`config.mk`:
```
export PLATFORM = sky130hd
export DESIGN_NAME = ser_add
export DESIGN_NICKNAME = d
export VERILOG_FILES = /design/src/rtl/ser_add.sv
export SDC_FILE = /design/constraint.sdc
export NUM_CORES = 1
export LEC_CHECK = 0
export ABC_CLOCK_PERIOD_IN_PS = 4600
export CAP_MARGIN = 20
export CORE_ASPECT_RATIO = 0.9
export CORE_MARGIN = 3
export CORE_UTILIZATION = 39
export CTS_CLUSTER_SIZE = 30
export DETAILED_ROUTE_END_ITERATION = 10
export PLACE_DENSITY = 0.6
export SLEW_MARGIN = 25
export SYNTH_ARGS = -nofsm -noshare
export SYNTH_HDL_FRONTEND = slang
export SYNTH_SLANG_ARGS = --single-unit
```
`constraint.sdc`:
```
create_clock -name clk -period 4.6 [get_ports clk]
set_clock_uncertainty 0.1 [all_clocks]
set_input_delay 0.92 -clock clk [delete_from_list [all_inputs] [get_ports clk]]
set_output_delay 0.92 -clock clk [all_outputs]
set_load 0.01 [all_outputs]
```
`src/rtl/ser_add.sv`:
```
// ser_add: digit-serial adder, DIGIT bits per clock, start/done handshake.
// Optional subtract mode (sub port) is built when SER_ADD_SUB_EN is defined.
module ser_add #(
  parameter int WIDTH = 8,
  parameter int DIGIT = 1
) (
  input  logic             clk,
  input  logic             rst_n,
  input  logic             start,
  input  logic [WIDTH-1:0] a,
  input  logic [WIDTH-1:0] b,
  input  logic             cin,
`ifdef SER_ADD_SUB_EN
  input  logic             sub,
`endif
  output logic             busy,
  output logic             done,
  output logic [WIDTH-1:0] sum,
  output logic             cout,
  output logic             ovf
);

  localparam int N  = WIDTH / DIGIT;
  localparam int CW = (N > 1) ? $clog2(N) : 1;

  typedef enum logic [1:0] {
    IDLE,
    RUN,
    DONE
  } state_t;

  state_t           state, state_nx;
  logic [WIDTH-1:0] a_sh, b_sh, acc, acc_nx;
  logic [CW-1:0]    cnt;
  logic             c;
  logic             accept, last, cmsb;
  logic             ld_c;
  logic [DIGIT-1:0] ad, bd;
  logic [DIGIT:0]   dsum;

`ifdef SER_ADD_SUB_EN
  logic sub_r;
  assign ld_c = sub ? 1'b1 : cin;
  assign bd   = sub_r ? ~b_sh[DIGIT-1:0] : b_sh[DIGIT-1:0];
`else
  assign ld_c = cin;
  assign bd   = b_sh[DIGIT-1:0];
`endif

  assign ad     = a_sh[DIGIT-1:0];
  assign dsum   = {1'b0, ad} + {1'b0, bd} + {{DIGIT{1'b0}}, c};
  // carry into the digit MSB recovered from its sum bit
  assign cmsb   = ad[DIGIT-1] ^ bd[DIGIT-1] ^ dsum[DIGIT-1];
  assign last   = (cnt == CW'(N - 1));
  assign accept = start && (state == IDLE || state == DONE);
  assign busy   = (state == RUN);
  assign done   = (state == DONE);

  always_comb begin
    acc_nx = acc >> DIGIT;
    acc_nx[WIDTH-1 -: DIGIT] = dsum[DIGIT-1:0];
  end

  always_comb begin
    state_nx = state;
    unique case (state)
      IDLE:    if (start) state_nx = RUN;
      RUN:     if (last) state_nx = DONE;
      DONE:    state_nx = start ? RUN : IDLE;
      default: state_nx = IDLE;
    endcase
  end

  always_ff @(posedge clk or negedge rst_n) begin
    if (!rst_n) begin
      state <= IDLE;
    end else begin
      state <= state_nx;
    end
  end

  always_ff @(posedge clk or negedge rst_n) begin
    if (!rst_n) begin
      a_sh <= '0;
      b_sh <= '0;
      acc  <= '0;
      cnt  <= '0;
      c    <= 1'b0;
      sum  <= '0;
      cout <= 1'b0;
      ovf  <= 1'b0;
`ifdef SER_ADD_SUB_EN
      sub_r <= 1'b0;
`endif
    end else if (accept) begin
      a_sh <= a;
      b_sh <= b;
      c    <= ld_c;
      cnt  <= '0;
`ifdef SER_ADD_SUB_EN
      sub_r <= sub;
`endif
    end else if (state == RUN) begin
      a_sh <= a_sh >> DIGIT;
      b_sh <= b_sh >> DIGIT;
      acc  <= acc_nx;
      c    <= dsum[DIGIT];
      cnt  <= cnt + CW'(1);
      // visible outputs move only on the final digit
      if (last) begin
        sum  <= acc_nx;
        cout <= dsum[DIGIT];
        ovf  <= cmsb ^ dsum[DIGIT];
      end
    end
  end

endmodule

```
==> results of run 1 <==
[layout make-up]
| class | count | area [sq um] |
|---|---|---|
| inverter | 2 | 7.51 |
| clock buffer | 8 | 100 |
| multi-input combinational | 65 | 598 |
| tap | 46 | 57.6 |
| fill | 338 | 1840 |
| sequential | 39 | 976 |
| timing repair buffer | 32 | 313 |
[registers in the layout, indices dropped and copies added (netlist names), 2 cells and up]
| register | flops |
|---|---|
| a_sh | 8 |
| sum | 8 |
| cnt | 3 |
| acc | 7 |
| state | 2 |
| b_sh | 8 |
[power by group]
| part | switching, mW | total [mW] | internal (mW) |
|---|---|---|---|
| registers | 0.0968 | 0.602 | 0.505 |
| clock network | 0.110 | 0.247 | 0.137 |
| logic | 0.256 | 0.628 | 0.372 |
[path summary, 6_finish.rpt]
kind | slack (ns) | end | from
worst max-delay path | 1.61 | busy | state[0]
worst min-delay path | 0.38 | b_sh[4] | b_sh[4]
worst max register to register | 2.67 | cnt[0] | state[0]
worst min register to register | 0.38 | b_sh[4] | b_sh[4]
max in group asynchronous | 3.23 | b_sh[7] | rst_n
min in group asynchronous | 0.64 | cout | rst_n
[stage by stage]
| step | setup slack, ns | utilization (%) | cell area (sq um) |
|---|---|---|---|
| 6_report | 1.61 | 52.8 | 2050 |
| 2_1_floorplan | 2.72 | - | 1650 |
| 3_3_place_gp | 1.94 | 50.2 | 1950 |
| 3_5_place_dp | 1.89 | 50.2 | 1950 |
| 5_1_grt | 1.50 | 52.8 | 2050 |
| 4_1_cts | 1.60 | 52.8 | 2050 |
[routing by layer]
| metal | part of all wire [%] | up-vias |
|---|---|---|
| met3 | 4.9 | 7 |
| met5 | 0 | - |
| li1 | - | 478 |
| met4 | 1.4 | 0 |
| met1 | 49 | 497 |
| met2 | 45 | 23 |
[layout by cell type (no fill, tap or decap)]
cell type        synthesis  final
dfrtp_1                 39     39
clkdlybuf4s50_1          0     30
a22o_1                  19     19
mux2_2                  17     17
a21o_1                  16     16
clkbuf_8                 0      7
xnor2_1                  3      3
nor2b_1                  2      2
inv_1                    2      2
ha_1                     2      2
nor2b_4                  1      1
nand3b_1                 1      1
nor2_2                   1      1
nand2_1                  1      1
o21ai_0                  1      1
fa_1                     1      1
clkbuf_1                 0      1
buf_2                    4      1
buf_4                    0      1
[worst max-delay path: cells and delay by family (launching register included)]
family / cells / cell delay, ns
DFF: 1 / 0.39
and+or+nand+nor: 1 / 0.62
buffers and inverters: 1 / 0.67
[kinds of logic (layout without fill, tap and decap cells)]
family / Yosys count / in the layout / synth area share (%)
buffers and inverters: 10 / 42 / 4.41
AOI/OAI and AO/OA: 36 / 36 / 17.7
DFF: 39 / 39 / 59.3
and+or+nand+nor: 6 / 6 / 2.66
xor gates and xnor gates: 3 / 3 / 1.60
adders and majority gates: 3 / 3 / 2.74
muxes: 17 / 17 / 11.6
==> flow_summary.ini, run 1 <==
[global_route]
antenna_found_initial = 0
grt_usage_pct = 12.4
grt_pass1_vias = 1001
met1_usage_pct = 16.1
grt_pass1_wl_mm = 4.65
overflow = 0
grt_max_degree = 40
grt.busiest_layer = met2
use_met2_pct = 18.4
grt_use_met3_pct = 4.61

[critical_path]
reg2regPathDepth = 3
worstPathRequired_ns = 3.58
cp.arrival_ns = 1.97
path_cells = nor2b_4 -> clkdlybuf4s50_1
critPathSlowestCell = clkdlybuf4s50_1
worstSetupPathType = reg -> out
end_kind = output port
max_stage_delay_ns = 0.67
critPathMaxFanout = 28
startpoint_type = register

[die]
die_w_microns = 74.5
core_sq_um = 3890
ios = 32
die_y_microns = 67.6
start_util_pct = 42.3
dieArea_sq_um = 5040
rows = 21

[cts]
cts_tree = built
cts_sinks = 39
clk_latency_ns = 0.28
htreeDepth = 2
hold_buffers = 0
cts_buffer_depth = 2
cts_root_buf = clkbuf_8
postCtsSetupBuffers = 0
numCtsBuffers = 5
cts.repair.resized = 0
clk_pin_slew_worst_paths_ns = 0.07

[route]
drtIter0Drc = 27
drt-pass1-iter-count = 3
avgViaCountPerCell = 5.23
ant_nets = 0
wire_per_inst_microns = 14.6
wirelength_mm = 2.80
num_vias = 1005
drc_errors = 0

[synth]
yosys_warnings = 0
synth_edf_count = 0
ys_seq_area_share_pct = 59.3
syn-instance-count = 114
synth_top_cell_by_area = dfrtp_1
synth_area_sq_um = 1650
yosysMostFrequentCell = dfrtp_1
ys_types = 16
avgSynthCellArea_sq_um = 14.4
synth-main-ff-cell = dfrtp_1
synthTopCellsByArea = dfrtp_1 (59%), mux2_2 (12%), a22o_1 (10%), a21o_1 (7.3%), buf_6 (2.7%)
ys_async_sr_fraction_pct = 100
yosysTopAreaCellShare_pct = 59.3
synth_commonest_cells = dfrtp_1 (39), a22o_1 (19), mux2_2 (17)
ys_ff_latch = 39
syn_nets = 137

[finish]
drive_gt1_share_pct = 19.2
nNetsFinal = 168
final_cells = 192
antenna_cells = 0
area_growth_pct = 24.6

[sta]
slew_headroom_pct = 43.2
maxSlewViolCount = 0
tightest_slew_ns = 0.853
fmax_ghz = 0.334
setup_tns_ns = 0
whs_ns = 0.381
setup_violations = 0
hold_violations = 0
period_needed_ns = 2.99
period_share_pct = 65.0
rsz0062_at_grt = false

[worst_hold_path]
hp-class = reg -> reg
holdPathStages = 1

[power]
total_power_mw = 1.48
p_per_area_nw_per_um2 = 720
ir_drop_mv = 0.262
leakagePower_nw = 0.999

[placed_design]
place.gp.congestion = 0.680
io_buffers = 31
hpwl_mm = 1.83
dp.cells = 184

[run_status]
status = finished, final reports clean

[job]
cap_violations = 0
Power figures use the tool's default switching activity.
==> run 2: changes to the inputs <==
--- a/config.mk
+++ b/config.mk
@@ -5,14 +5,14 @@
 export SDC_FILE = /design/constraint.sdc
 export NUM_CORES = 1
 export LEC_CHECK = 0
-export ABC_CLOCK_PERIOD_IN_PS = 4600
+export ABC_CLOCK_PERIOD_IN_PS = 2400
 export CAP_MARGIN = 20
 export CORE_ASPECT_RATIO = 0.9
 export CORE_MARGIN = 3
 export CORE_UTILIZATION = 39
 export CTS_CLUSTER_SIZE = 30
 export DETAILED_ROUTE_END_ITERATION = 10
-export PLACE_DENSITY = 0.6
+export PLACE_DENSITY = 0.62
 export SLEW_MARGIN = 25
 export SYNTH_ARGS = -nofsm -noshare
 export SYNTH_HDL_FRONTEND = slang
==> constraint.sdc (replaced) <==
create_clock -name clk -period 2.4 [get_ports clk]
set_clock_uncertainty 0.1 [all_clocks]
set_input_delay 0.48 -clock clk [delete_from_list [all_inputs] [get_ports clk]]
set_output_delay 0.48 -clock clk [all_outputs]
set_load 0.01 [all_outputs]
==> run 2 against run 1 <==
- design area rose by 0.37%
- sequential power rose by 91%
- setup slack got worse by 1.4 ns
- combinational power rose by 96%
==> flow_summary.ini, run 2 (synthesized netlist as in run 1, its figures left out) <==
[cts]
htreeDepth = 2
cts_root_buf = clkbuf_8
clk_pin_slew_worst_paths_ns = 0.07
cts.repair.resized = 0
numCtsBuffers = 5
clk_latency_ns = 0.28
cts_buffer_depth = 2
postCtsSetupBuffers = 0
hold_buffers = 0
cts_tree = built
cts_sinks = 39

[finish]
final_area_sq_um = 2060
antenna_cells = 0
area_growth_pct = 25.1
nNetsFinal = 169
top_regs = a_sh (8), b_sh (8), sum (8)
multi_input_area_sq_um = 598
drive_gt1_share_pct = 19.7
layout_common_cells = dfrtp_1 (39), clkdlybuf4s50_1 (30), a22o_1 (19)
fillerInstances = 348
seqCellArea_sq_um = 976
layout_commonest_cell = dfrtp_1

[route]
num_vias = 985
wire_per_inst_microns = 15.4
wirelength_mm = 2.97
ant_nets = 0
drc_errors = 0
drt-pass1-iter-count = 2
avgViaCountPerCell = 5.10
drtIter0Drc = 57

[sta]
tightest_slew_ns = 0.848
period_needed_ns = 2.17
fmax_ghz = 0.461
setup_violations = 0
setup_tns_ns = 0
slew_headroom_pct = 43.4
hold_violations = 0
maxSlewViolCount = 0
period_share_pct = 90.3
rsz0062_at_grt = false

[critical_path]
cp.arrival_ns = 1.59
startpoint_type = register
cp_top_family = buffers and inverters
end_kind = output port
path_buf_inv = 1
path_cells = nor2b_4 -> clkdlybuf4s50_1
worstPathRequired_ns = 1.82
critPathSlowestCell = clkdlybuf4s50_1
critPathMaxFanout = 9
rrSetupSlack_ns = 0.51
worstSetupPathType = reg -> out
rr_startpoint = state[0]
critPathLaunch = state[0]
max_stage_delay_ns = 0.60

[global_route]
grt_max_degree = 40
overflow = 0
grt_pass1_wl_mm = 5.23
grt_usage_pct = 14.0
grt_pass1_vias = 1081
antenna_found_initial = 0

[placed_design]
io_buffers = 31
hpwl_mm = 1.94
placed_cell_area_sq_um = 1960
place.gp.congestion = 0.670

[job]
cap_violations = 0

[die]
dieArea_sq_um = 5040
ios = 32
die_w_microns = 74.5
start_util_pct = 42.3
rows = 21
die_y_microns = 67.6
core_sq_um = 3890

[power]
swShare_pct = 31.6
p_per_area_nw_per_um2 = 1390
clockPowerShare_pct = 16.8
ir_drop_mv = 0.501
combinationalPowerShare_pct = 42.9
p_int_mw = 1.96
seqPwrFrac_pct = 40.3
switchingPower_uw = 903
leakagePower_nw = 1.00

[run_status]
status = finished, final reports clean

[worst_hold_path]
hp-class = in -> async
-- run 2: changes by cell type in the layout (fill, tap and decap cells not counted) --
cell / change
buf_4: +1
-- run 2: through the flow --
| stage | total power [mW] | std cells | setup WS [ns] | util [%] | hold slack (ns) |
|---|---|---|---|---|---|
| finish | 2.86 | 193 | 0.232 | 53.0 | 0.197 |
| global route | 3.09 | 193 | 0.145 | 53.0 | 0.277 |
| CTS | 2.90 | 193 | 0.211 | 53.0 | 0.230 |
| detailed placement | 2.41 | 185 | 0.311 | 50.4 | 0.368 |
| global placement | 2.35 | 185 | 0.366 | 50.4 | 0.359 |
| floorplan | 2.07 | 114 | 0.774 | - | 0.0844 |
-- run 2: worst reg2reg max path, cell delays in order (launching register included) --
cell and delay (ns):
dfrtp_1 0.41, nor2b_4 0.18, buf_4 0.22, nor2_2 0.63
mux2_2 0.28
-- run 2: cell type report --
class	instances	share of cell area (%)
Clock buffer	8	4.86
Inverter	2	0.365
Multi-Input combinational cell	65	29.0
Sequential cell	39	47.4
Tap cell	46	2.79
Timing Repair Buffer	33	15.6
-- run 2: path summary, 6_finish.rpt --
path                            to  depth (start not counted)
max                           busy                          2
min                         acc[4]                          1
max reg2reg                 cnt[0]                          4
min reg2reg                a_sh[5]                          1
max in group asynchronous  a_sh[3]                          1
min in group clk           a_sh[5]                          1
-- run 2: power groups by stage --
stage	registers [mW]	clock network (mW)	logic, mW
floorplan	1.16	0	0.906
global placement	1.15	0	1.20
detailed placement	1.17	0	1.24
CTS	1.16	0.492	1.25
global route	1.20	0.522	1.37
finish	1.15	0.480	1.23
-- run 2: metal layers --
layer / track usage [%] / routed length (microns) / part of all wire [%]
met5: 0 / 0 / 0
met4: 4.00 / 35 / 1.2
met3: 4.91 / 124 / 4.2
met2: 20.9 / 1340 / 45
met1: 19.2 / 1480 / 50
==> run 3: changes to the inputs <==
--- a/config.mk
+++ b/config.mk
@@ -10,7 +10,7 @@
 export CORE_ASPECT_RATIO = 0.9
 export CORE_MARGIN = 3
 export CORE_UTILIZATION = 39
-export CTS_CLUSTER_SIZE = 30
+export CTS_CLUSTER_SIZE = 20
 export DETAILED_ROUTE_END_ITERATION = 10
 export PLACE_DENSITY = 0.62
 export SLEW_MARGIN = 25
==> results of run 3 <==
Same layout as run 2: the final DEF is identical, and so are final timing and power.
